### config.mk
export PLATFORM = sky130hd
export DESIGN_NAME = player_input_conditioner
export DESIGN_NICKNAME = d
export VERILOG_FILES = /design/src/rtl/player_input_conditioner.sv
export SDC_FILE = /design/constraint.sdc
export NUM_CORES = 1
export LEC_CHECK = 0
export CAP_MARGIN = 5
export CORE_MARGIN = 2
export CORE_UTILIZATION = 60
export DETAILED_ROUTE_END_ITERATION = 8
export GPL_TIMING_DRIVEN = 0
export PLACE_DENSITY = 0.77
export SLEW_MARGIN = 20
export SYNTH_ARGS = -nofsm -noshare
export SYNTH_HDL_FRONTEND = slang
export SYNTH_SLANG_ARGS = --single-unit
### constraint.sdc
create_clock -name clk -period 31.2 [get_ports clk]
set_input_delay 4.68 -clock clk [delete_from_list [all_inputs] [get_ports clk]]
set_output_delay 4.68 -clock clk [all_outputs]
set_load 0.02 [all_outputs]
### src/rtl/player_input_conditioner.sv
// player_input_conditioner
//   Turns 16 raw paddle switches into a clean one-hot swing vector for the
//   pong game core. Each switch is synchronized, debounced and rising-edge
//   detected. A press produces one fixed-length one-hot pulse followed by a
//   cooldown window. Presses that arrive while a swing is active are dropped.
//
// Ports
//   clk      in   1   system clock
//   reset    in   1   asynchronous, active-high reset
//   sw_raw   in   16  raw switch levels, asynchronous to clk
//   enable   in   1   1 = swings accepted
//   player   out  16  one-hot swing vector, 0 when idle
//   hit      out  1   single-cycle strobe when player becomes nonzero
//   hit_idx  out  4   index of the served switch, held until the next hit
//   busy     out  1   1 while a pulse or cooldown is in progress
//
// States
//   ST_IDLE  | waiting for a debounced rising edge while enabled
//   ST_PULSE | player held one-hot for PULSE_CYCLES cycles
//   ST_COOL  | dead time before the next swing may be accepted

module player_input_conditioner #(
  parameter int DEBOUNCE_CYCLES = 500000,
  parameter int PULSE_CYCLES    = 25000000,
  parameter int COOLDOWN_CYCLES = 12500000,
  parameter int CNT_W           = 25
) (
  input  logic        clk,
  input  logic        reset,
  input  logic [15:0] sw_raw,
  input  logic        enable,
  output logic [15:0] player,
  output logic        hit,
  output logic [3:0]  hit_idx,
  output logic        busy
);

  localparam logic [CNT_W-1:0] DB_LAST    = CNT_W'(DEBOUNCE_CYCLES - 1);
  localparam logic [CNT_W-1:0] PULSE_LAST = CNT_W'(PULSE_CYCLES - 1);
  localparam int               COOL_LAST_I = (COOLDOWN_CYCLES > 0) ? COOLDOWN_CYCLES - 1 : 0;
  localparam logic [CNT_W-1:0] COOL_LAST  = CNT_W'(COOL_LAST_I);
  localparam bit               HAS_COOL   = (COOLDOWN_CYCLES > 0);

  typedef enum logic [1:0] {
    ST_IDLE  = 2'd0,
    ST_PULSE = 2'd1,
    ST_COOL  = 2'd2
  } state_t;

  logic [15:0]            s1_q, s2_q;
  logic [15:0]            stable_q, stable_d;
  logic [15:0]            stable_dly_q;
  logic [15:0][CNT_W-1:0] db_cnt_q, db_cnt_d;
  logic [15:0]            rise;
  logic [3:0]             rise_idx;

  state_t                 state_q, state_d;
  logic [CNT_W-1:0]       cnt_q, cnt_d;
  logic [15:0]            player_q, player_d;
  logic                   hit_q, hit_d;
  logic [3:0]             hit_idx_q, hit_idx_d;
  logic                   busy_q, busy_d;

  // Two-flop synchronizer for the asynchronous switch levels.
  always_ff @(posedge clk or posedge reset) begin
    if (reset) begin
      s1_q <= '0;
      s2_q <= '0;
    end else begin
      s1_q <= sw_raw;
      s2_q <= s1_q;
    end
  end

  // Per-bit debounce: counter runs only while the synchronized level differs
  // from the accepted level; any agreement restarts the count.
  always_comb begin
    stable_d = stable_q;
    db_cnt_d = '0;
    for (int i = 0; i < 16; i++) begin
      if (s2_q[i] != stable_q[i]) begin
        if (db_cnt_q[i] == DB_LAST) begin
          stable_d[i] = s2_q[i];
        end else begin
          db_cnt_d[i] = db_cnt_q[i] + 1'b1;
        end
      end
    end
  end

  always_ff @(posedge clk or posedge reset) begin
    if (reset) begin
      stable_q     <= '0;
      stable_dly_q <= '0;
      db_cnt_q     <= '0;
    end else begin
      stable_q     <= stable_d;
      stable_dly_q <= stable_q;
      db_cnt_q     <= db_cnt_d;
    end
  end

  assign rise = stable_q & ~stable_dly_q;

  // Lowest set index wins; scanning downward lets the lowest overwrite last.
  always_comb begin
    rise_idx = '0;
    for (int i = 15; i >= 0; i--) begin
      if (rise[i]) begin
        rise_idx = 4'(i);
      end
    end
  end

  always_comb begin
    state_d   = state_q;
    cnt_d     = cnt_q;
    player_d  = player_q;
    hit_d     = 1'b0;
    hit_idx_d = hit_idx_q;
    case (state_q)
      ST_IDLE: begin
        if (enable && (|rise)) begin
          player_d  = 16'd1 << rise_idx;
          hit_d     = 1'b1;
          hit_idx_d = rise_idx;
          cnt_d     = PULSE_LAST;
          state_d   = ST_PULSE;
        end
      end
      ST_PULSE: begin
        if (!enable) begin
          player_d = '0;
          cnt_d    = '0;
          state_d  = ST_IDLE;
        end else if (cnt_q == '0) begin
          player_d = '0;
          if (HAS_COOL) begin
            cnt_d   = COOL_LAST;
            state_d = ST_COOL;
          end else begin
            state_d = ST_IDLE;
          end
        end else begin
          cnt_d = cnt_q - 1'b1;
        end
      end
      ST_COOL: begin
        if (!enable || (cnt_q == '0)) begin
          cnt_d   = '0;
          state_d = ST_IDLE;
        end else begin
          cnt_d = cnt_q - 1'b1;
        end
      end
      default: begin
        player_d = '0;
        cnt_d    = '0;
        state_d  = ST_IDLE;
      end
    endcase
    busy_d = (state_d != ST_IDLE);
  end

  always_ff @(posedge clk or posedge reset) begin
    if (reset) begin
      state_q   <= ST_IDLE;
      cnt_q     <= '0;
      player_q  <= '0;
      hit_q     <= 1'b0;
      hit_idx_q <= '0;
      busy_q    <= 1'b0;
    end else begin
      state_q   <= state_d;
      cnt_q     <= cnt_d;
      player_q  <= player_d;
      hit_q     <= hit_d;
      hit_idx_q <= hit_idx_d;
      busy_q    <= busy_d;
    end
  end

  assign player  = player_q;
  assign hit     = hit_q;
  assign hit_idx = hit_idx_q;
  assign busy    = busy_q;

endmodule

# After elaboration in Yosys (flattened, before gate mapping)
# Cells that the tools add are included.
# W data, S select, Z words.
dict set report totals {
  register_bits 513
  input_bits 19
  output_inout_bits 22
  elab_cells 187
}
dict set report classes {
  add_sub_neg 17
  eq_ne 36
  shifts 1
  muxes 64
  n_bitwise 3
  n_reduce_logical 25
}
# cell n
set ops {}
lappend ops {{$mux W25} 36}
lappend ops {{$add A25 B1 Y25 const B} 16}
lappend ops {{$eq A25 B19 Y1 const B} 16}
lappend ops {{$pmux W25 S3} 1}
lappend ops {{$mux W4} 16}
lappend ops {{$mux W16} 3}
lappend ops {{$pmux W16 S3} 1}
lappend ops {{$reduce_and A2 Y1} 17}
lappend ops {{$logic_not A25 Y1} 1}
lappend ops {{$sub A25 B1 Y25 const B} 1}
lappend ops {{$and A16 B16 Y16} 1}
lappend ops {{$ne A1 B1 Y1} 16}
lappend ops {{$not A16 Y16} 1}
lappend ops {{$reduce_or A16 Y1} 1}
lappend ops {{$shl A1 B4 Y16 const A} 1}
lappend ops {{$mux W2} 4}
lappend ops {{$pmux W2 S3} 1}
lappend ops {{$ne A3 B3 Y1 const B} 1}
lappend ops {{$reduce_and A3 Y1} 1}
lappend ops {{$eq A2 B1 Y1 const B} 1}
lappend ops {{$eq A2 B2 Y1 const B} 1}
lappend ops {{$logic_not A2 Y1} 1}
lappend ops {{$mux W1} 2}
lappend ops {{$ne A2 B2 Y1 const B} 1}
lappend ops {{other kinds (5)} 5}

# Longest topological paths before layout
dict set report depth {
  word_depth 21
  mapped_depth 9
  depth_no_buf 8
}

# Least setup slack after synthesis
# Ideal clock, no wire load.
dict set report synth_timing {
  kind {input port to flip-flop}
  from {input port enable}
  to {register cnt_q[19]}
  setup_time_ps 87
  arrival_ps 5585
  required_ps 31113
  path_slack_ps 25529
  stages 6
  path_buffers 1
  cell_sequence {clkbuf_1 > nor2b_1 > o21ai_2 > nand3_1 > o311ai_0 > o211ai_1}
}
dict set report synth_between {
  elab_chain_cells 4
  elab_cells_between_ends 7
  cone_classes {eq/ne (1); mux (3); reduce/logical (3)}
}
# item line
set synth_lines {}
lappend synth_lines {{from (decl)} 31} ;# input logic enable,
lappend synth_lines {{$logic_not A1 Y1} 149} ;# if (!enable || (cnt_q == '0)) begin
lappend synth_lines {{$logic_or A1 B1 Y1} 149}
lappend synth_lines {{$mux W25} 149}
lappend synth_lines {{$pmux W25 S3} 121} ;# case (state_q)
lappend synth_lines {{to (signal assigned)} 175} ;# cnt_q <= cnt_d;
lappend synth_lines {{to (decl)} 58} ;# logic [CNT_W-1:0] cnt_q, cnt_d;
# Several ways; a longest one is shown, not always the timed one.
# A chain may end at the register's enable or synchronous reset.

# Worst setup path in the final report
dict set report layout_timing {
  from {register player_q[6] (netlist: player[6])}
  to {output port player[6]}
}
# item line
set layout_lines {}
lappend layout_lines {{from (decl)} 59} ;# logic [15:0] player_q, player_d;
lappend layout_lines {{from (signal assigned)} 176} ;# player_q <= player_d;
lappend layout_lines {{to (decl)} 32} ;# output logic [15:0] player,
# No word-level cell between the ends.

==> out/qor.csv <==
stage;metric;value;unit
clocking;insertion_delay;0.60;ns
clocking;cts_made_buffers;53;
placed_design;dpl_cell_area;25200;µm²
floorplanning;fp.dieW;204;µm
sta;finalSetupViolCount;0;
sta;relSlewSlack;0.484;
final_layout;syn_to_final_growth;13.0;%
clocking;cts_tree;built;
sta;worstMarginPinSlew;0.773;ns
clocking;cts.hold.buffers_added;0;
critical_path;startpoint_type;flip-flop;
grt;grt_pass1_vias;17600;
placed_design;hpwl;31.2;mm
floorplanning;pin_count;41;
clocking;clkTransAtPathRegs;0.06;ns
critical_path;crit_arrival;1.68;ns
clocking;cts_resized;0;
grt;overflow;0;
critical_path;cp_slowest_cell;clkdlybuf4s50_1;
logic_synthesis;ys_seq_area_frac;0.534;
logic_synthesis;ys_warn_count;0;
sta;fin_crit;6.36;ns
placed_design;io_buffers;40;
grt;grt_antenna_before_repair;0;
routing;post_drt_via_cell_ratio;5.60;
logic_synthesis;ys.flop_type;dfrtp_1;
placed_design;place_congestion;0.856;
final_layout;diodes;0;
clocking;cts_max_level;2;
clocking;max-clock-path-buffers;3;
logic_synthesis;synthArstFlopShare;1.00;
critical_path;path_class;flip-flop to output port;
final_layout;layout.nets;2586;
power;p_leak;11.6;nW
sta;maxSlewViolCount;0;
power;p_per_area;51.6;nW/µm²
routing;dr.pass1.iters;5;
floorplanning;dieHeight;204;µm
floorplanning;num_rows;73;
sta;hold_violations;0;
critical_path;endpoint_kind;output port;
logic_synthesis;synth_area;24000;µm²
critical_path;slowest_delay;0.71;ns
logic_synthesis;yosys.area.top_type;dfrtp_1;
critical_path;crit_chain;clkdlybuf4s50_1;
sta;worst_slack;24.84;ns
sta;fin_setup_tns;0;ns
logic_synthesis;synthTopCellsByCount;nor2_1, dfrtp_1, xor2_1, xnor2_1, nand2_1;
flow_run;cap_violations;0;
worst_hold_path;hold_class;flip-flop to flip-flop;
critical_path;crit_buf_inv;1;
final_layout;final_cell_area;27200;µm²
critical_path;path_max_fanout;2;
placed_design;dp_worst_setup_slack;24.36;ns
logic_synthesis;synth.most_common_cell;nor2_1;
routing;vias;17500;
final_layout;drive_gt1_frac;0.0694;
floorplanning;core;39600;µm²
final_layout;n_fill_cell;2960;
clocking;cts_setup_buffers;0;
power;ir_worst_vdd;53.4;µV
logic_synthesis;syn_nets;2486;
logic_synthesis;synth-seq-cells;513;
final_layout;final_cells;3119;
routing;drtIter0Drc;1120;
routing;drt_wl_total;46.9;mm
placed_design;dp_cells;3019;
grt;grt_pass1_wl;82.1;mm
grt;grt_max_degree;111;
logic_synthesis;syn-instance-count;2449;
sta;rsz0062_at_grt;no;
status;outcome;finished clean;
critical_path;required;26.52;ns
floorplanning;start_util;0.606;
floorplanning;fp.dieArea;41700;µm²
routing;avgRoutedWirePerCell;15.0;µm
logic_synthesis;ys_top_cells_by_area;dfrtp_1, nor2_1, xor2_1;
logic_synthesis;synth_area_per_cell;9.81;µm²
clocking;cts_root_buffer;clkbuf_16;
critical_path;crit_family;buffers and inverters;
routing;route.detailed.drc;0;
sta;fmax;157;MHz
sta;skew;0.0143;ns
clocking;cts_sinks;513;
routing;ant_nets;0;
logic_synthesis;synth_top_area_frac;0.534;
logic_synthesis;synth_edf_count;0;
grt;gr-usage-all-layers;0.235;
logic_synthesis;ys_types;63;
sta;period_share;0.204;
## per-stage QoR
step	utilization	hold slack [ns]	total power, W
6_report	0.685	0.342	0.00140
5_1_grt	0.685	0.355	0.00145
4_1_cts	0.685	0.346	0.00142
3_5_place_dp	0.637	0.335	0.000732
3_3_place_gp	0.633	0.332	0.000729
2_1_floorplan	-	0.331	0.000718
## power by group
part           switching (W)  internal, W
registers         0.00000634     0.000672
clock network       0.000268     0.000414
logic              0.0000280    0.0000120
## cells by family after synthesis
group | share of synthesized area
AOI/OAI and AO/OA | 0.0355
DFF | 0.534
adders and majority gates | 0.00937
xor gates and xnor gates | 0.137
muxes | 0.00703
buffers and inverters | 0.0242
and+or+nand+nor | 0.253
## registers in the layout, summed over array words and instances (netlist names)
register,cells
cnt_q,25
s2_q,16
state_q,2
hit_idx,4
hit,1
player,16
busy,1
stable_q,16
s1_q,16
db_cnt_q,400
stable_dly_q,16
## area by class of cell
type,instances,area [µm²],area share
Sequential cell,513,12800,0.473
Multi-Input combinational cell,1791,10600,0.391
Clock buffer,74,1590,0.0585
Tap cell,525,657,0.0242
Timing Repair Buffer,45,538,0.0198
Clock inverter,26,330,0.0122
Inverter,77,299,0.0110
Buffer,68,290,0.0107
## cells in the final DEF (no fill, tap or decap), types with 7 or more instances in the layout
| cell | Yosys | layout |
|---|---|---|
| nor2_1 | 530 | 530 |
| dfrtp_1 | 513 | 513 |
| xor2_1 | 193 | 193 |
| xnor2_1 | 183 | 183 |
| nand2_1 | 161 | 161 |
| nand3_1 | 159 | 159 |
| nand4_1 | 102 | 102 |
| inv_1 | 76 | 75 |
| nor3_1 | 63 | 63 |
| clkbuf_16 | 0 | 55 |
| clkbuf_1 | 49 | 54 |
| nor4_1 | 50 | 50 |
| clkdlybuf4s50_1 | 0 | 40 |
| o21ai_0 | 37 | 37 |
| and3_1 | 34 | 34 |
| a21oi_1 | 27 | 27 |
| and4_1 | 25 | 25 |
| nor4b_1 | 20 | 20 |
| or2_2 | 20 | 20 |
| and2_1 | 18 | 18 |
| ha_1 | 18 | 18 |
| nand2b_1 | 17 | 17 |
| buf_2 | 16 | 16 |
| mux2_2 | 15 | 15 |
| clkbuf_8 | 0 | 14 |
| a22o_1 | 13 | 13 |
| nor2b_1 | 12 | 12 |
| o211ai_1 | 12 | 12 |
| clkinv_2 | 0 | 10 |
| or3_1 | 9 | 9 |
| or4_1 | 8 | 8 |
| a31oi_1 | 8 | 8 |
| clkinvlp_4 | 0 | 7 |
| bufinv_16 | 0 | 7 |
## path summary, 6_finish.rpt
| kind | startpoint | endpoint | slack (ns) | depth (start not counted) |
|---|---|---|---|---|
| max | player[6] | player[6] | 24.84 | 1 |
| min | s1_q[13] | s2_q[13] | 0.34 | 0 |
| max reg2reg | cnt_q[0] | cnt_q[22] | 28.58 | 8 |
| min reg2reg | s1_q[13] | s2_q[13] | 0.34 | 0 |
| max in group asynchronous | reset | db_cnt_q[362] | 25.08 | 5 |
| min in group asynchronous | reset | s1_q[6] | 4.50 | 2 |
## layer usage
metal  global-route usage  part of all wire  up-vias
met5                    0                 0        -
met4               0.0748             0.020        0
met3               0.0338             0.036       81
met2                0.394              0.49      317
met1                0.318              0.46     8609
li1                     -                 -     8471
No activity file was read; power rests on OpenSTA's default activity.
